[src/rtl/apb4_splitter_wdt.sv]
// APB4 1-to-N splitter with a per-transfer watchdog.
// Decode misses and hung slaves complete upstream with PSLVERR, and error completions are counted.
module apb4_splitter_wdt #(
  parameter int unsigned                          DATA_WIDTH     = 32,
  parameter int unsigned                          ADDR_WIDTH     = 32,
  parameter int unsigned                          N_SLAVES       = 4,
  parameter logic [N_SLAVES*ADDR_WIDTH-1:0]       SLV_BASE       = '0,
  parameter logic [N_SLAVES*ADDR_WIDTH-1:0]       SLV_MASK       = '0,
  parameter int unsigned                          TIMEOUT_CYCLES = 255
) (
  input  logic                           PCLK,
  input  logic                           PRESET,
  input  logic [ADDR_WIDTH-1:0]          S_PADDR,
  input  logic                           S_PSEL,
  input  logic                           S_PENABLE,
  input  logic                           S_PWRITE,
  input  logic [DATA_WIDTH-1:0]          S_PWDATA,
  input  logic [DATA_WIDTH/8-1:0]        S_PSTRB,
  input  logic [2:0]                     S_PPROT,
  output logic                           S_PREADY,
  output logic [DATA_WIDTH-1:0]          S_PRDATA,
  output logic                           S_PSLVERR,
  output logic [N_SLAVES-1:0]            M_PSEL,
  output logic [ADDR_WIDTH-1:0]          M_PADDR,
  output logic                           M_PENABLE,
  output logic                           M_PWRITE,
  output logic [DATA_WIDTH-1:0]          M_PWDATA,
  output logic [DATA_WIDTH/8-1:0]        M_PSTRB,
  output logic [2:0]                     M_PPROT,
  input  logic [N_SLAVES-1:0]            M_PREADY,
  input  logic [N_SLAVES*DATA_WIDTH-1:0] M_PRDATA,
  input  logic [N_SLAVES-1:0]            M_PSLVERR,
  output logic [7:0]                     err_cnt
);

  localparam int unsigned IdxW = (N_SLAVES > 1) ? $clog2(N_SLAVES) : 1;

  typedef enum logic [1:0] {StIdle, StAccess, StMiss, StAbort} state_e;

  state_e            state_q;
  logic [IdxW-1:0]   idx_q;
  logic [15:0]       cnt_q;
  logic [7:0]        err_cnt_q;

  logic                  hit;
  logic [IdxW-1:0]       hit_idx;
  logic                  setup;
  logic                  sel_ready;
  logic                  timeout;
  logic [N_SLAVES-1:0]   psel;
  logic                  penable;
  logic                  pready;
  logic                  pslverr;
  logic [DATA_WIDTH-1:0] prdata;

  // Scan from the top down so the lowest matching index is the one left standing.
  always_comb begin
    hit     = 1'b0;
    hit_idx = '0;
    for (int i = N_SLAVES - 1; i >= 0; i--) begin
      if ((S_PADDR & SLV_MASK[i*ADDR_WIDTH +: ADDR_WIDTH]) ==
          SLV_BASE[i*ADDR_WIDTH +: ADDR_WIDTH]) begin
        hit     = 1'b1;
        hit_idx = IdxW'(i);
      end
    end
  end

  assign setup     = S_PSEL & ~S_PENABLE;
  assign sel_ready = M_PREADY[idx_q];
  assign timeout   = (cnt_q == 16'(TIMEOUT_CYCLES)) & ~sel_ready;

  always_comb begin
    psel    = '0;
    penable = 1'b0;
    pready  = 1'b0;
    pslverr = 1'b0;
    prdata  = '0;
    unique case (state_q)
      StIdle: begin
        if (setup && hit) begin
          for (int i = 0; i < N_SLAVES; i++) psel[i] = (hit_idx == IdxW'(i));
        end
      end
      StAccess: begin
        if (S_PSEL) begin
          if (timeout) begin
            pready  = 1'b1;
            pslverr = 1'b1;
          end else begin
            for (int i = 0; i < N_SLAVES; i++) psel[i] = (idx_q == IdxW'(i));
            penable = S_PENABLE;
            pready  = sel_ready;
            pslverr = sel_ready & M_PSLVERR[idx_q];
            if (sel_ready && !S_PWRITE) prdata = M_PRDATA[idx_q*DATA_WIDTH +: DATA_WIDTH];
          end
        end
      end
      StMiss: begin
        if (S_PSEL && S_PENABLE) begin
          pready  = 1'b1;
          pslverr = 1'b1;
        end
      end
      StAbort: ;
    endcase
  end

  always_ff @(posedge PCLK or posedge PRESET) begin
    if (PRESET) begin
      state_q   <= StIdle;
      idx_q     <= '0;
      cnt_q     <= '0;
      err_cnt_q <= '0;
    end else begin
      if (pready && pslverr && (err_cnt_q != 8'hFF)) err_cnt_q <= err_cnt_q + 8'd1;
      unique case (state_q)
        StIdle: begin
          cnt_q <= '0;
          if (setup) begin
            if (hit) begin
              idx_q   <= hit_idx;
              state_q <= StAccess;
            end else begin
              state_q <= StMiss;
            end
          end
        end
        StAccess: begin
          if (!S_PSEL || sel_ready) begin
            state_q <= StIdle;
            cnt_q   <= '0;
          end else if (cnt_q == 16'(TIMEOUT_CYCLES)) begin
            state_q <= StAbort;
            cnt_q   <= '0;
          end else begin
            cnt_q <= cnt_q + 16'd1;
          end
        end
        StMiss: begin
          if (!S_PSEL || S_PENABLE) state_q <= StIdle;
        end
        StAbort: state_q <= StIdle;
      endcase
    end
  end

  // Reset gates the outputs combinationally so selects drop the moment PRESET rises.
  assign M_PSEL    = PRESET ? '0 : psel;
  assign M_PENABLE = ~PRESET & penable;
  assign M_PADDR   = PRESET ? '0 : S_PADDR;
  assign M_PWRITE  = ~PRESET & S_PWRITE;
  assign M_PWDATA  = PRESET ? '0 : S_PWDATA;
  assign M_PSTRB   = PRESET ? '0 : S_PSTRB;
  assign M_PPROT   = PRESET ? '0 : S_PPROT;
  assign S_PREADY  = ~PRESET & pready;
  assign S_PSLVERR = ~PRESET & pslverr;
  assign S_PRDATA  = PRESET ? '0 : prdata;
  assign err_cnt   = err_cnt_q;

endmodule

[config.mk]
export PLATFORM = sky130hd
export DESIGN_NAME = apb4_splitter_wdt
export DESIGN_NICKNAME = d
export VERILOG_FILES = /design/src/rtl/apb4_splitter_wdt.sv
export SDC_FILE = /design/constraint.sdc
export NUM_CORES = 1
export LEC_CHECK = 0
export CAP_MARGIN = 20
export CORE_AREA = 10 10 120 122
export DETAILED_ROUTE_END_ITERATION = 10
export DIE_AREA = 0 0 130 132
export PLACE_DENSITY = 0.74
export SLEW_MARGIN = 40
export SYNTH_ARGS = -nofsm -noshare
export SYNTH_HDL_FRONTEND = slang
export SYNTH_SLANG_ARGS = --single-unit
[constraint.sdc]
create_clock -name PCLK -period 3.55 [get_ports PCLK]
set_input_delay 1.065 -clock PCLK [delete_from_list [all_inputs] [get_ports PCLK]]
set_output_delay 1.065 -clock PCLK [all_outputs]
set_load 0.005 [all_outputs]
Word-level counts from Yosys, hierarchy flattened

Index checks and enable logic that the tools add are counted.

Bits of input ports: 212
Word-level logic and storage cells: 66
Output and inout bits: 119
Register bits after elaboration: 26

$add $sub $neg: 2
Reduce and logical (&&, ||, !) cells: 11
Eq/ne operators: 8
Multiplexer cells: 32
Bitwise logic cells: 10

Operators by type and width:

| operator                | number |
|---|---|
| $mux W32                | 7 |
| $mux W16                | 2 |
| $pmux W16 S2            | 1 |
| $add A16 B1 Y16 const B | 1 |
| $eq A16 B8 Y1 const B   | 1 |
| $mux W1                 | 11 |
| $add A8 B1 Y8 const B   | 1 |
| $mux W2                 | 4 |
| $mux W4                 | 2 |
| $ne A8 B8 Y1 const B    | 1 |
| $pmux W2 S4             | 1 |
| $pmux W4 S2             | 1 |
| $and A1 B1 Y1           | 7 |
| $eq A2 B2 Y1 const B    | 2 |
| $logic_and A1 B1 Y1     | 4 |
| $ne A2 B2 Y1 const B    | 2 |
| $pmux W1 S2             | 2 |
| $mux W3                 | 1 |
| $ne A3 B3 Y1 const B    | 1 |
| $not A1 Y1              | 3 |
| $reduce_and A3 Y1       | 1 |
| $eq A2 B1 Y1 const B    | 1 |
| $logic_not A1 Y1        | 2 |
| $logic_not A2 Y1        | 1 |
| 2 further kinds         | 3 |

Longest topological paths before layout

Word-level depth: 7
Gate-level depth with buffers: 8
Gate-level depth less buffers: 7

Worst setup path after synthesis

Ideal clock, no wire load.

Path kind: input to output
Start: input PRESET
End: output S_PSLVERR
Slack: 0.185 ns
Stages on the path: 4
Data arrival time: 2.300 ns
Data required time: 2.485 ns
Buffers on the path: 1
Cell sequence: clkbuf_1 inv_1 o311a_1 o31a_1

Longest elaborated chain between the ends: 2

Ends and longest elaborated chain:

| what          | RTL line | text |
|---|---|---|
| from (decl)   | 12       | `input logic PRESET,` |
| $not A1 Y1    | 157      | `assign S_PSLVERR = ~PRESET & pslverr;` |
| $and A1 B1 Y1 | 157      |  |
| to (decl)     | 22       | `output logic S_PSLVERR,` |

No other way between the ends.

Worst setup path in the final report

Start: register cnt_q[9]
End: output M_PENABLE

Longest elaborated chain between the ends: 6

Ends and longest elaborated chain:

| what                   | RTL line | text |
|---|---|---|
| from (decl)            | 42       | `logic [15:0] cnt_q;` |
| from (signal assigned) | 137      | `cnt_q <= cnt_q + 16'd1;` |
| $eq A16 B8 Y1          | 71       | `assign timeout = (cnt_q == 16'(TIMEOUT_CYCLES)) & ~sel_ready;` |
| $and A1 B1 Y1          | 71       |  |
| $mux W1                | 87       | `if (timeout) begin` |
| $mux W1                | 86       | `if (S_PSEL) begin` |
| $mux W1                | 79       | `unique case (state_q)` |
| $and A1 B1 Y1          | 150      | `assign M_PENABLE = ~PRESET & penable;` |
| to (decl)              | 25       | `output logic M_PENABLE,` |

No other way between the ends.

==> summary.md <==
| Metric | Value |
|---|---|
| Min Clock Period, post-route | `3.456 ns` |
| Setup_tns | `0 ns` |
| Comb pwr share | `45.1%` |
| Initial antenna violation count | `2` |
| Total track usage | `13.80%` |
| Clock Skew | `0.001829 ns` |
| Mean area per synthesized cell | `7.945 sq um` |
| Filler cells | `1,185` |
| Worst r2r src | `cnt_q[9]` |
| WL final | `12,310 microns` |
| 1st-pass router iterations | `4` |
| Async set-or-reset flop fraction in the synthesized netlist | `100.0%` |
| P&R area growth vs syn | `118.5%` |
| Final core occ | `41.24%` |
| Critical Path RT | `2.48 ns` |
| Grt total ovfl | `0` |
| Top cell by count, worst path | `buf_4` |
| Vias in the first global route | `3,085` |
| M1 wire length | `4519 microns` |
| Drt via density | `4.276` |
| Die area | `17,160 sq um` |
| First-pass GRT wire length | `18,440 microns` |
| Die Y-Extent | `132 microns` |
| Met2 wire length | `6646 microns` |
| Core Area | `11,910 sq um` |
| Synthesized area | `2248 sq um` |
| Worst hold path class | `flip-flop to flip-flop` |
| Clock tree from TritonCTS | `built` |
| Hold path endpoint | `err_cnt[7]` |
| Max-slew violations | `0` |
| Skew-Pair Late Insertion Delay | `0.26 ns` |
| Initial core utilization | `18.88%` |
| Iter 0 DRT Violations | `114` |
| Storage element area | `650.6 sq um` |
| Post-synth top area share | `28.94%` |
| FP Rows | `40` |
| Number of synthesized flops with an enable pin | `0` |
| Data arrival, critical path | `2.39 ns` |
| CP Capture Type | `output pin` |
| Synth area leaders | `dfrtp_1 29%, nor2b_1 20%, and2_1 9.5%, ha_1 2.8%, xor2_1 2.7%` |
| Synth Flop Type | `dfrtp_1` |
| Pint | `0.0008742 W` |
| Switching pwr | `0.0003690 W` |
| Final worst setup slack | `0.09433 ns` |
| Power per cell area | `253.1 nW/um^2` |
| WL per Instance | `18.45 microns` |
| Dpl hpwl | `10,270 microns` |
| # DRC | `0` |
| VDD IR max | `207.8 uV` |
| IO Pins | `331` |
| Yosys cell types | `43` |
| Pin slew with the least headroom to its limit | `0.7390 ns` |
| Die X-Extent | `130 microns` |
| CTS root buffer | `clkbuf_16` |
| Place WS | `-0.5039 ns` |
| Maximum fanout along the worst path | `5` |
| Synth area leader | `dfrtp_1` |
| Synth cell count leaders | `72 x nor2b_1, 34 x and2_1, 26 x dfrtp_1` |
| IO Port Bufs | `225` |
| Nets | `736` |
| GP Congestion | `0.8708` |
| Final Instance Area | `4912 sq um` |
| Static leakage | `2.149 nW` |
| Max frequency | `289.4 MHz` |
| CTS Buffer Depth | `2` |
| Status | `finished clean` |
| Hold_sp | `err_cnt[7]` |
| MaxCap Viol Count | `0` |
| Max Used Layer | `met4` |
| Syn Inst Count | `283` |
| CP peak stage delay | `0.59 ns` |
| Synth warn | `0` |
| Crit-path slowest cell | `or4_1` |
| Crit share post-route | `97.34%` |
| Cts bufs inserted | `3` |
| Crit Reg-Reg Endpoint | `cnt_q[13]` |
| Routed Antenna Nets | `0` |
| CTS Hold Bufs | `0` |
| Placed Area | `4718 sq um` |
| Wire length on met3 | `1033 microns` |
| Final Setup Violations | `0` |
| Area used by multi-input combinational logic | `1511 sq um` |
| Sw Share | `29.68%` |
| Top-count cell post-synth | `nor2b_1` |
| Worst Reg-to-Reg Cells | `8` |
| Clock transition at the registers of the reported paths | `0.07 ns` |
| Hold depth | `1` |
| Largest net degree at the start of global routing | `73` |
| Setup Crit Path Kind | `flip-flop to output pin` |
| DR vias | `2,852` |
| Synthesis-stage register bit count | `26` |
| Crit-path cells | `or4_1 > nor4_4 > buf_4 > buf_4 > a2111oi_2 > buf_4 > dlygate4sd2_1` |
| Layout cells sized above 1 | `7.915%` |
| Relative max-transition margin | `50.55%` |
| Unrepaired setup endpoints after global routing | `no` |
| Final Power | `0.001243 W` |
| Power share of the sequential group | `28.4%` |
| R2R Setup Slk | `0.84 ns` |
| Sequential fraction of the synthesis area | `28.94%` |
| CP Launch Type | `flip-flop` |
| Critical Path Start | `cnt_q[9]` |
| CTS sink count | `26` |
| Clk pwr share | `26.5%` |
| Htree depth | `1` |
| Final hold violations | `0` |
==> critical path, delay by kind of cell (launching register included) <==
kind            cells  cell delay, ns
flops               1            0.42
compound gates      1            0.06
simple gates        2            0.96
buf+inv             4            0.70
==> area by class of cell <==
| cell class | instances | share of cell area (%) |
|---|---|---|
| Timing Repair Buffer | 247 | 49.24 |
| Inverter | 10 | 0.7641 |
| Multi-Input combinational cell | 231 | 30.77 |
| Clock inverter | 1 | 0.6113 |
| Tap cell | 147 | 3.744 |
| Antenna cell | 2 | 0.1019 |
| Clock buffer | 3 | 1.528 |
| Sequential cell | 26 | 13.25 |
==> routing by layer <==
layer | up-vias | track usage (%)
met5 | - | 0
met4 | 0 | 2.625
met3 | 6 | 5.068
met2 | 111 | 25.64
met1 | 1324 | 14.33
li1 | 1411 | -
==> power groups by stage <==
| stage | sequential, W | clock [W] | combinational, W |
|---|---|---|---|
| finish | 0.000353 | 0.000330 | 0.000560 |
| CTS | 0.000354 | 0.000337 | 0.000562 |
| floorplan | 0.000353 | 0 | 0.000221 |
| global route | 0.000358 | 0.000352 | 0.000610 |
| global placement | 0.000354 | 0 | 0.000536 |
| detailed placement | 0.000359 | 0 | 0.000548 |
==> placed cells by master (no fill, tap or decap), types with 3 or more instances in the layout <==
master	count
a21oi_1	12
and2_1	33
and3_1	7
buf_4	17
clkbuf_16	3
clkdlybuf4s15_1	6
clkdlybuf4s50_1	184
conb_1	3
dfrtp_1	26
dlygate4sd2_1	29
ha_1	5
inv_1	9
nand2_1	13
nand3_1	10
nand4_1	6
nor2_1	12
nor2b_1	72
nor4_4	3
o21ai_0	10
or3_1	5
xor2_1	7
==> through the flow <==
step / hold WS [ns] / std cells
after global routing: 0.5154 / 665
final: 0.5063 / 667
after CTS: 0.5087 / 663
after global placement: 0.4815 / 654
after floorplan: 0.4844 / 285
after detailed placement: 0.4970 / 654
==> flip-flops by register name (all words and copies together), names as in the netlist <==
name and cells:
cnt_q 16, err_cnt 8, state_q 2
==> cell families after synthesis <==
logic type,Yosys count,share of synthesized area (%)
flip-flops,26,28.94
buffers and inverters,28,5.565
multiplexers,3,1.391
AND/OR/NAND/NOR,173,46.35
other,1,0.1668
XOR/XNOR,8,3.116
AO/OA/AOI/OAI,39,11.69
adder cells (fa/ha/maj),5,2.782
==> worst max-delay path by stage <==
stage / endpoint / slack, ns / cells past startpoint
final: M_PENABLE / 0.09 / 7
after CTS: M_PSEL[0] / 0.02 / 6
after detailed placement: S_PRDATA[9] / -0.50 / 6
after floorplan: S_PSLVERR / 0.18 / 4
after global placement: M_PENABLE / -0.42 / 6
after global routing: S_PRDATA[1] / 0.008 / 7
==> timing repair <==
item / 4_1_cts / 5_1_grt
setup endpoints to repair: 36 / 43
buffers inserted: 3 / 2
gates resized for setup: 63 / 6
cloned: 2 / 0
pin swaps: 1 / 2
Power figures use the tool's default switching activity.
